$ cat src/rtl/mod_counter_chain.sv
// Cascaded modulo-MODULUS up/down counter with parallel load and carry chain.
// Optional: define MOD_COUNTER_SATURATE_EN to hold at terminal instead of wrapping.
//
// Ports:
//   clk          clock, all state updates on posedge
//   reset        synchronous active-high clear
//   i_enable     count-step request for this cycle
//   i_up_dn      1 = up, 0 = down (combinational effect on flags)
//   i_load       parallel load request (beats enable)
//   i_load_val   load value, digit k at [k*DIGIT_W +: DIGIT_W]
//   o_count      registered count, same packing as i_load_val
//   o_digit_tc   per-digit terminal flags for the current direction
//   o_carry_out  chain carry/borrow, combinational
module mod_counter_chain #(
    parameter int DIGITS  = 2,
    parameter int MODULUS = 10,
    parameter int DIGIT_W = 4
) (
    input  logic                        clk,
    input  logic                        reset,
    input  logic                        i_enable,
    input  logic                        i_up_dn,
    input  logic                        i_load,
    input  logic [DIGITS*DIGIT_W-1:0]   i_load_val,
    output logic [DIGITS*DIGIT_W-1:0]   o_count,
    output logic [DIGITS-1:0]           o_digit_tc,
    output logic                        o_carry_out
);

    generate
        if (DIGITS < 1 || DIGITS > 8) begin : g_bad_digits
            $error("mod_counter_chain: DIGITS must be 1..8");
        end
        if (MODULUS < 2 || MODULUS > (2 ** DIGIT_W)) begin : g_bad_mod
            $error("mod_counter_chain: MODULUS must be 2..2**DIGIT_W");
        end
    endgenerate

    localparam logic [DIGIT_W-1:0] TOP = DIGIT_W'(MODULUS - 1);

    logic [DIGITS*DIGIT_W-1:0] r_count;
    logic [DIGITS*DIGIT_W-1:0] w_next;
    logic [DIGITS-1:0]         w_tc;
    logic [DIGITS-1:0]         w_step;
    logic                      w_step_req;
    logic                      w_all_tc;
    logic                      w_sat;

    assign w_step_req = i_enable & ~i_load;
    assign w_all_tc   = &w_tc;

`ifdef MOD_COUNTER_SATURATE_EN
    // Whole chain at terminal with a step pending: freeze instead of wrapping.
    assign w_sat = w_step_req & w_all_tc;
`else
    assign w_sat = 1'b0;
`endif

    genvar k;
    generate
        for (k = 0; k < DIGITS; k++) begin : g_digit
            logic [DIGIT_W-1:0] w_d;
            logic [DIGIT_W-1:0] w_ld;
            logic [DIGIT_W-1:0] w_nd;

            assign w_d  = r_count[k*DIGIT_W +: DIGIT_W];
            assign w_ld = i_load_val[k*DIGIT_W +: DIGIT_W];

            assign w_tc[k] = i_up_dn ? (w_d == TOP)
                                     : (w_d == '0);

            // Ripple enable: a digit steps only when all lower digits are terminal.
            if (k == 0) begin : g_first
                assign w_step[k] = w_step_req;
            end else begin : g_rest
                assign w_step[k] = w_step[k-1] & w_tc[k-1];
            end

            always_comb begin
                w_nd = w_d;
                if (i_load) begin
                    w_nd = (w_ld > TOP) ? TOP : w_ld;
                end else if (w_step[k] && !w_sat) begin
                    if (i_up_dn) begin
                        w_nd = w_tc[k] ? '0 : w_d + DIGIT_W'(1);
                    end else begin
                        w_nd = w_tc[k] ? TOP : w_d - DIGIT_W'(1);
                    end
                end
            end

            assign w_next[k*DIGIT_W +: DIGIT_W] = w_nd;
        end
    endgenerate

    always_ff @(posedge clk) begin
        if (reset) begin
            r_count <= '0;
        end else begin
            r_count <= w_next;
        end
    end

    assign o_count     = r_count;
    assign o_digit_tc  = w_tc;
    assign o_carry_out = w_step_req & ~reset & w_all_tc;

endmodule
$ cat config.mk
export PLATFORM = sky130hd
export DESIGN_NAME = mod_counter_chain
export DESIGN_NICKNAME = d
export VERILOG_FILES = /design/src/rtl/mod_counter_chain.sv
export SDC_FILE = /design/constraint.sdc
export NUM_CORES = 1
export LEC_CHECK = 0
export ABC_CLOCK_PERIOD_IN_PS = 2500
export BUFFER_PORTS_ARGS = -buffer_cell sky130_fd_sc_hd__buf_2
export CAP_MARGIN = 20
export CELL_PAD_IN_SITES_DETAIL_PLACEMENT = 1
export CELL_PAD_IN_SITES_GLOBAL_PLACEMENT = 1
export CORE_ASPECT_RATIO = 1.25
export CORE_MARGIN = 2
export CORE_UTILIZATION = 35
export DETAILED_ROUTE_END_ITERATION = 16
export GPL_TIMING_DRIVEN = 0
export PLACE_DENSITY = 0.82
export RECOVER_POWER = 25
export SLEW_MARGIN = 10
export SYNTH_ARGS = -nofsm -noshare
export SYNTH_HDL_FRONTEND = slang
export SYNTH_SLANG_ARGS = --single-unit
$ cat constraint.sdc
create_clock -name clk -period 2.5 [get_ports clk]
set_input_delay 0.25 -clock clk [delete_from_list [all_inputs] [get_ports clk]]
set_output_delay 0.25 -clock clk [all_outputs]
set_load 0.05 [all_outputs]
==> run_results.csv <==
group,metric,value,unit
drt,drt-wirelength-per-cell,15.3,um
floorplan,core,0.00203,mm^2
drt,vias,865,
logic_synthesis,synth.ff_latch_count,8,
drt,via_per_inst,5.69,
floorplan,boundaryPins,24,
logic_synthesis,synthCells,103,
critical_path,r2r_setup_slack,0.24,ns
logic_synthesis,synthMostInstantiatedCell,"nand2_1",
timing,slew_headroom,0.605,
floorplan,fp.dieH,56.4,um
power_and_ir_drop,pwr-share-clk,0.220,
critical_path,r2r-end,"o_count[4]",
floorplan,start_util,0.379,
min_path,hold_class,"primary input to flop",
logic_synthesis,synth_area,768,um^2
clock_network,ctsHtreeMaxLevel,1,
logic_synthesis,synth_commonest_cells,"11 x nand2_1, 8 x a21oi_1, 8 x dfxtp_1, 8 x inv_1",
global_routing,grt_first_pass_wirelength,3840,um
timing,hold_viol,0,
power_and_ir_drop,p_int,257,uW
layout,finish.utilization,0.481,
clock_network,numCtsBuffers,3,
layout,largest_register_ffs,8,
critical_path,max_stage_delay,0.41,ns
layout,n_fill_cell,270,
layout,nets,153,
drt,dr.first_iter.drc_count,10,
timing,clock_skew,0.00748,ns
critical_path,worstPathArrival,2.14,ns
logic_synthesis,yosysTopAreaCell,"dfxtp_1",
clock_network,clock_path_buffers,2,
logic_synthesis,avgSynthCellArea,7.46,um^2
power_and_ir_drop,netSwitchingPower,177,uW
power_and_ir_drop,combPwrFrac,0.431,
floorplan,rows,18,
clock_network,cts-root-buf,"clkbuf_4",
layout,drive_above_1_share,0.258,
drt,wirelength,2330,um
logic_synthesis,yosysWarningCount,0,
logic_synthesis,synthFlopType,"dfxtp_1",
clock_network,insertion_delay,0.25,ns
drt,post-route-drc-count,0,
layout,insertedDiodeCount,0,
layout,area_growth,27.0,%
logic_synthesis,seq_area_frac_synth,0.208,
critical_path,worstRegToRegCells,9,
timing,finalCriticalPeriod,2.39,ns
placement,globalplace.congestion,0.781,
flow_run,maxCapViolCount,0,
logic_synthesis,async_flop_share,0,
global_routing,grt_pass1_vias,852,
timing,post-route-period-util,0.957,
min_path,min_path_cells,3,
critical_path,crit_fanout,8,
critical_path,critPathLaunchType,"flop",
drt,dr.pass1.iters,4,
placement,place_hpwl,1740,um
logic_synthesis,yosys-top-cells-area,"dfxtp_1 21%, ha_1 9.8%, nand2_1 5.4%",
floorplan,dieArea,0.00259,mm^2
power_and_ir_drop,p_leak,0.420,nW
critical_path,worstPathCellList,"inv_1 > ha_1 > or3b_4 > a211oi_4 > nand2_1 > nor3_2 > buf_4",
critical_path,r2r_start,"o_count[0]",
power_and_ir_drop,power_density,444,mW/mm^2
placement,io_buffers,22,
global_routing,antenna_found_initial,0,
critical_path,end_kind,"output port",
global_routing,track_usage,0.196,
power_and_ir_drop,vdd_drop_max,0.252,mV
critical_path,required,2.25,ns
logic_synthesis,synth.distinct_cells,37,
timing,timing.final.ws_setup,0.109,ns
placement,dp_slack,0.298,ns
global_routing,grt_overflow,0,
logic_synthesis,synth_top_area_frac,0.208,
power_and_ir_drop,swShare,0.408,
clock_network,clkTransAtPathRegs,0.05,ns
drt,antenna_left,0,
timing,setup_viol,0,
critical_path,timing.critical_path.from,"o_count[0]",
logic_synthesis,synth-edff-count,0,
timing,worst_pin_slew,0.595,ns
power_and_ir_drop,pwr-share-seq,0.350,
critical_path,crit_path_end,"o_carry_out",
critical_path,path_class,"flop to output port",
clock_network,cts.sinks,8,
clock_network,cts_tree,"yes",
timing,max_freq,0.418,GHz
critical_path,crit_slowest_cell,"or3b_4",
outcome,run_status,"completed",
global_routing,grt_max_degree,11,
timing,maxSlewViolCount,0,
floorplan,die_x,45.9,um
logic_synthesis,synth_nets,122,
## cells by family after synthesis
kind of cell	count (synthesis)	share of synthesized area
AO/OA/AOI/OAI	35	0.326
XOR/XNOR	3	0.0342
adder cells (fa/ha/maj)	6	0.0977
buffers and inverters	13	0.0651
flip-flops	8	0.208
AND/OR/NAND/NOR	38	0.269
## metal layers
metal,part of all wire,global-route usage,wire (um)
met5,0,0,0
met2,0.50,0.310,1170
met1,0.45,0.271,1060
met4,0.018,0.0735,42
met3,0.025,0.00965,59
## metrics by stage
step	hold slack, ns	total power, mW	area (um^2)	std cells	setup TNS [ns]
floorplan	0.358	0.285	791	103	-0.0654
global placement	0.468	0.328	926	145	0
detailed placement	0.473	0.334	926	145	0
CTS	0.218	0.431	948	148	0
global route	0.236	0.463	976	152	-0.000696
finish	0.222	0.434	976	152	0
## area by class of cell
type,instances,area (um^2),area share
Timing Repair Buffer,26,138,0.141
Tap cell,20,25.0,0.0256
Inverter,8,30.0,0.0308
Buffer,5,20.0,0.0205
Multi-Input combinational cell,82,581,0.595
Sequential cell,8,160,0.164
Clock buffer,3,22.5,0.0231
## power by group through the flow
stage	registers, mW	logic [mW]	clock network [mW]
5_1_grt	0.154	0.204	0.105
6_report	0.152	0.187	0.0953
2_1_floorplan	0.181	0.103	0
4_1_cts	0.151	0.181	0.0981
3_3_place_gp	0.153	0.175	0
3_5_place_dp	0.154	0.180	0
## timing repair
action	in CTS	in global routing
hold buffers	0	0
resized for setup	0	2
buffers inserted	0	4
endpoints found under the setup margin	0	1
hold endpoints to repair	0	0
## critical path, delay by kind of cell (launching register included)
kind | cells | cell delay [ns]
DFF | 1 | 0.37
adders and majority gates | 1 | 0.19
buffers and inverters | 2 | 0.34
and+or+nand+nor | 3 | 0.63
AOI/OAI and AO/OA | 1 | 0.35
## cells in the final DEF, fill, tap and decap left out, types with 4 or more instances in the layout
master and n:
a21oi_1 7, buf_2 18, buf_4 5, clkbuf_1 7, dfxtp_1 8, ha_1 6, inv_1 8, nand2_1 11
nand2b_1 4, nor2_1 5, o21ai_0 6, o31ai_1 4
## worst min-delay path by stage
stage,from,endpoint
5_1_grt,i_load_val[6],o_count[6]
6_report,i_load_val[6],o_count[6]
3_5_place_dp,i_load_val[6],o_count[6]
3_3_place_gp,i_load_val[5],o_count[5]
2_1_floorplan,i_load_val[5],o_count[5]
4_1_cts,i_load_val[6],o_count[6]
No activity file was read; power rests on OpenSTA's default activity.
